<file path="src/rtl/prog_loader.sv">
// Switch-entry program loader: each debounced key press writes switch value D
// to the RAM at an auto-incrementing address while program-load mode is active.
module prog_loader #(
   parameter int unsigned DEBOUNCE_CYCLES = 4,
   parameter logic [7:0]  START_ADDR      = 8'h00,
   parameter logic [7:0]  LAST_ADDR       = 8'hFF
) (
   input  logic       clk,
   input  logic       rst,
   input  logic       en,
   input  logic       key,
   input  logic       clear,
   input  logic [7:0] D,
   output logic       wr_en,
   output logic [7:0] wr_addr,
   output logic [7:0] wr_data,
   output logic [7:0] ptr,
   output logic       full,
   output logic       busy
);

   localparam int unsigned CNT_W = (DEBOUNCE_CYCLES < 2) ? 1 : $clog2(DEBOUNCE_CYCLES + 1);
   localparam logic [CNT_W-1:0] CNT_MAX = CNT_W'(DEBOUNCE_CYCLES);
   localparam logic [CNT_W-1:0] CNT_ONE = CNT_W'(1);

   typedef enum logic [2:0] {
      IDLE        = 3'd0,
      ARMED       = 3'd1,
      DEB_PRESS   = 3'd2,
      WRITE       = 3'd3,
      DEB_RELEASE = 3'd4,
      FULL        = 3'd5
   } state_t;

   state_t           state_q, state_d;
   logic             sync1_q, sync1_d;
   logic             key_s_q, key_s_d;
   logic [CNT_W-1:0] cnt_q, cnt_d;
   logic             wr_en_q, wr_en_d;
   logic [7:0]       wr_addr_q, wr_addr_d;
   logic [7:0]       wr_data_q, wr_data_d;
   logic [7:0]       ptr_q, ptr_d;
   logic             full_q, full_d;
   logic             busy_q, busy_d;

   // Next-state, pointer and output computation.
   always_comb begin
      state_d   = state_q;
      sync1_d   = key;
      key_s_d   = sync1_q;
      cnt_d     = cnt_q;
      wr_en_d   = 1'b0;
      wr_addr_d = wr_addr_q;
      wr_data_d = wr_data_q;
      ptr_d     = ptr_q;
      full_d    = full_q;

      // Pointer advances (or saturates) on the edge that ends the write cycle.
      if (state_q == WRITE) begin
         if (ptr_q == LAST_ADDR) begin
            full_d = 1'b1;
         end else begin
            ptr_d = ptr_q + 8'd1;
         end
      end

      // Clear wins over the post-write increment.
      if (clear) begin
         ptr_d  = START_ADDR;
         full_d = 1'b0;
      end

      if (!en) begin
         state_d = IDLE;
         cnt_d   = '0;
      end else begin
         unique case (state_q)
            IDLE: begin
               cnt_d   = '0;
               state_d = full_d ? FULL : ARMED;
            end
            ARMED: begin
               if (key_s_q) begin
                  if (CNT_ONE >= CNT_MAX) begin
                     state_d   = WRITE;
                     cnt_d     = '0;
                     wr_en_d   = 1'b1;
                     wr_addr_d = ptr_q;
                     wr_data_d = D;
                  end else begin
                     state_d = DEB_PRESS;
                     cnt_d   = CNT_ONE;
                  end
               end
            end
            DEB_PRESS: begin
               if (!key_s_q) begin
                  state_d = ARMED;
                  cnt_d   = '0;
               end else if (cnt_q + CNT_ONE >= CNT_MAX) begin
                  state_d   = WRITE;
                  cnt_d     = '0;
                  wr_en_d   = 1'b1;
                  wr_addr_d = ptr_q;
                  wr_data_d = D;
               end else begin
                  cnt_d = cnt_q + CNT_ONE;
               end
            end
            WRITE: begin
               state_d = DEB_RELEASE;
               cnt_d   = '0;
            end
            DEB_RELEASE: begin
               if (key_s_q) begin
                  cnt_d = '0;
               end else if (cnt_q + CNT_ONE >= CNT_MAX) begin
                  cnt_d   = '0;
                  state_d = full_d ? FULL : ARMED;
               end else begin
                  cnt_d = cnt_q + CNT_ONE;
               end
            end
            FULL: begin
               // Re-arm through release debounce so a held key cannot write at once.
               if (clear) begin
                  state_d = DEB_RELEASE;
                  cnt_d   = '0;
               end
            end
            default: begin
               state_d = IDLE;
               cnt_d   = '0;
            end
         endcase
      end

      busy_d = (state_d == DEB_PRESS) || (state_d == WRITE) || (state_d == DEB_RELEASE);
   end

   // State and output registers with synchronous reset.
   always_ff @(posedge clk) begin
      if (rst) begin
         state_q   <= IDLE;
         sync1_q   <= 1'b0;
         key_s_q   <= 1'b0;
         cnt_q     <= '0;
         wr_en_q   <= 1'b0;
         wr_addr_q <= 8'h00;
         wr_data_q <= 8'h00;
         ptr_q     <= START_ADDR;
         full_q    <= 1'b0;
         busy_q    <= 1'b0;
      end else begin
         state_q   <= state_d;
         sync1_q   <= sync1_d;
         key_s_q   <= key_s_d;
         cnt_q     <= cnt_d;
         wr_en_q   <= wr_en_d;
         wr_addr_q <= wr_addr_d;
         wr_data_q <= wr_data_d;
         ptr_q     <= ptr_d;
         full_q    <= full_d;
         busy_q    <= busy_d;
      end
   end

   assign wr_en   = wr_en_q;
   assign wr_addr = wr_addr_q;
   assign wr_data = wr_data_q;
   assign ptr     = ptr_q;
   assign full    = full_q;
   assign busy    = busy_q;

endmodule

</file>
<file path="config.mk">
export PLATFORM = sky130hd
export DESIGN_NAME = prog_loader
export DESIGN_NICKNAME = d
export VERILOG_FILES = /design/src/rtl/prog_loader.sv
export SDC_FILE = /design/constraint.sdc
export NUM_CORES = 1
export LEC_CHECK = 0
export BUFFER_PORTS_ARGS = -buffer_cell sky130_fd_sc_hd__buf_4
export CORE_UTILIZATION = 35
export CTS_CLUSTER_DIAMETER = 150
export DETAILED_ROUTE_END_ITERATION = 8
export HOLD_SLACK_MARGIN = 0.15
export SLEW_MARGIN = 5
export SYNTH_ARGS = -nofsm -noshare
export SYNTH_HDL_FRONTEND = slang
export SYNTH_SLANG_ARGS = --single-unit
export TNS_END_PERCENT = 5
</file>
<file path="constraint.sdc">
create_clock -name clk -period 2.1 [get_ports clk]
set_input_delay 0.21 -clock clk [delete_from_list [all_inputs] [get_ports clk]]
set_output_delay 0.21 -clock clk [all_outputs]
set_load 0.1 [all_outputs]
</file>
==> results_dict.tcl <==
set metrics [dict create \
    status "complete, no violations" \
    yosys.area.top_type "dfxtp_1" \
    grt_pass1_wl_mm 5.10 \
    num_rows 23 \
    setup_viol 0 \
    synth_edf_count 0 \
    holdPathStages 3 \
    dp_cells 232 \
    io_pins 40 \
    multi_input_area_um2 697 \
    die_w_um 66.8 \
    synthArstFlopShare 0 \
    rr_startpoint "cnt_q[0]$_SDFFE_PP0P_" \
    timing.rr.end "wr_addr[1]$_SDFFE_PP0P_" \
    p_leak_nw 0.888 \
    fin_nets 205 \
    power.internal_w 0.000945 \
    cts-root-buf "clkbuf_8" \
    min_period_ps 1690 \
    drc 0 \
    cts_tree "yes" \
    synth_top_area_frac 0.477 \
    cts_made_buffers 5 \
    postRouteAntennaNets 0 \
    synth.distinct_cells 41 \
    hold_viol 0 \
    ys_ff_latch 35 \
    tightest_slew_ps 327 \
    comb_power_share 0.034 \
    vdd_drop_max_mv 0.412 \
    cts_sinks 35 \
    switching_share 0.210 \
    synth_cells 149 \
    min_to "wr_data[6]$_SDFFE_PP0P_" \
    routedWlPerCell_um 13.4 \
    gr-total-overflow 0 \
    max_freq_ghz 0.593 \
    worst_setup_path_end_kind "register" \
    dieArea_um2 4460 \
    synth_fp_nets 164 \
    post_cts_resized 0 \
    diodes 0 \
    antenna_found_initial 0 \
    cp.required_ps 2270 \
    pwr-share-clk 0.405 \
    hp-start "D[6]" \
    port_buffers 39 \
    crit_arrival_ps 1860 \
    p_switching_w 0.000251 \
    drv_slew 0 \
    fill_cells 387 \
    track_usage 0.157 \
    grt_pass1_vias 1140 \
    p_per_area_nw_per_um2 638 \
    worstSkewPairLatency_ps 290 \
    die_y_um 66.8 \
    place_congestion 0.848 \
    critPathKind "register to register" \
    worstRegToRegCells 7 \
    synth-seq-area-share 0.477 \
    netlist_area_um2 1470 \
    start_util 0.365 \
    slew_headroom 0.779 \
    yosysWarnings 0 \
    grt_max_degree 23 \
    drt-total-wl_mm 3.22 \
    critical_path.max_fanout 17 \
    ys.flop_type "dfxtp_1" \
    drtIter0Drc 87 \
    htreeDepth 2 \
    area_growth_pct 27.8 \
    finalClockSkew_ps 4.33 \
    synth.top_cells.by_area "dfxtp_1 (48%), mux2i_1 (12%), nor2_1 (7.7%)" \
    cts.clk_slew.worst_paths_ps 70 \
    crit_path_start_kind "register" \
    post-route-period-util 0.803 \
    layout.cells.non_filler 240 \
    dp.final_hpwl_mm 2.26 \
    ys_top_cells_by_count "dfxtp_1 (35), nor2_1 (30), mux2i_1 (17), a21oi_1 (6), nand2_1 (5)" \
    via_per_inst 5.05 \
    fin_setup_tns_ps 0 \
    rsz0062_at_grt "no" \
    ctsLongestPathBuffers 2 \
    seqCellArea_um2 701 \
    syn_avg_cell_area_um2 9.86 \
    max_cap_violations 0 \
    first_pass_iters 5 \
    hp-class "input port to register" \
    r2r_slack_ps 410 \
    core_um2 4030 \
    drive_above_1_share 0.279 \
    via_count 1213 \
    seq_power_share 0.561 \
    yosys.cell_count.top_type "dfxtp_1" \
]
[area by class of cell]
class                           count  share of cell area
Timing Repair Buffer               42               0.169
Sequential cell                    35               0.373
Multi-Input combinational cell    103               0.371
Tap cell                           50              0.0333
Inverter                            3             0.00600
Clock inverter                      1             0.00267
Clock buffer                        6              0.0440
[per-layer routing]
metal  routed length [um]  part of all wire  GRT usage
met5                    0                 0          0
met4                   57             0.018     0.0984
met3                  179             0.056     0.0428
met2                 1580              0.49      0.253
met1                 1410              0.44      0.183
[logic make-up after synthesis]
| group | count (synthesis) | synth area share |
|---|---|---|
| flip-flops | 35 | 0.477 |
| buffers and inverters | 11 | 0.0485 |
| multiplexers | 17 | 0.116 |
| XOR/XNOR | 4 | 0.0290 |
| adder cells (fa/ha/maj) | 2 | 0.0170 |
| AND/OR/NAND/NOR | 61 | 0.215 |
| AO/OA/AOI/OAI | 19 | 0.0980 |
[flip-flops by register name, summed over array words and instances, names as in the netlist]
| register | flops |
|---|---|
| cnt_q | 3 |
| key_s_q | 1 |
| wr_en | 1 |
| wr_data | 8 |
| wr_addr | 8 |
| key_s_d | 1 |
| ptr | 8 |
| busy | 1 |
| state_q | 3 |
| full | 1 |
[worst max path at each step]
| stage | start | endpoint | slack (ps) | cells after the start |
|---|---|---|---|---|
| finish | cnt_q[0]$_SDFFE_PP0P_ | wr_addr[1]$_SDFFE_PP0P_ | 410 | 7 |
| floorplan | ptr[0]$_SDFFE_PP0P_ | ptr[1]$_SDFFE_PP0P_ | 20 | 5 |
| CTS | cnt_q[0]$_SDFFE_PP0P_ | wr_addr[1]$_SDFFE_PP0P_ | 410 | 7 |
| global placement | cnt_q[0]$_SDFFE_PP0P_ | wr_addr[1]$_SDFFE_PP0P_ | 480 | 7 |
| detailed placement | cnt_q[0]$_SDFFE_PP0P_ | wr_addr[1]$_SDFFE_PP0P_ | 420 | 7 |
| global route | cnt_q[0]$_SDFFE_PP0P_ | wr_data[2]$_SDFFE_PP0P_ | 270 | 7 |
[critical path: stages, from the launching register on]
cell and delay [ps]:
dfxtp_1 330, ha_1 230, xnor2_2 260, nor2_1 70, nand4_1 110, buf_4 300
mux2i_1 230, nor2_1 50
[cell usage in the layout (no fill, tap or decap), drive strengths merged, types with 2 or more instances in the layout]
| cell type | count |
|---|---|
| a21oi | 6 |
| and3 | 3 |
| and4 | 3 |
| buf | 41 |
| clkbuf | 6 |
| dfxtp | 35 |
| ha | 2 |
| inv | 3 |
| mux2i | 17 |
| nand2 | 5 |
| nand3 | 3 |
| nand4 | 2 |
| nor2 | 30 |
| nor2b | 3 |
| nor3 | 2 |
| nor3b | 2 |
| o2111ai | 2 |
| o21ai | 4 |
| xnor2 | 2 |
| xor2 | 2 |
[power groups by stage]
stage               Clock, W  Combinational, W  Sequential, W
floorplan                  0         0.0000192       0.000684
global placement           0         0.0000385       0.000686
detailed placement         0         0.0000393       0.000686
CTS                 0.000498         0.0000411       0.000671
global route        0.000526         0.0000445       0.000671
finish              0.000485         0.0000408       0.000671
[per-stage QoR]
step	total power [W]	instance area, um2	hold slack, ps	util	setup WS [ps]
final	0.00120	1880	150	0.466	414
after CTS	0.00121	1880	151	0.466	405
after global placement	0.000724	1780	422	0.442	482
after global routing	0.00124	1880	172	0.466	266
after floorplan	0.000703	1470	338	-	18.3
after detailed placement	0.000726	1780	434	0.442	423
[what timing repair did]
| action | CTS | global route |
|---|---|---|
| endpoints found under the hold margin | 1 | 0 |
| hold buffers | 1 | 0 |
| buffers inserted | 0 | 0 |
No activity file was read; power rests on OpenSTA's default activity.
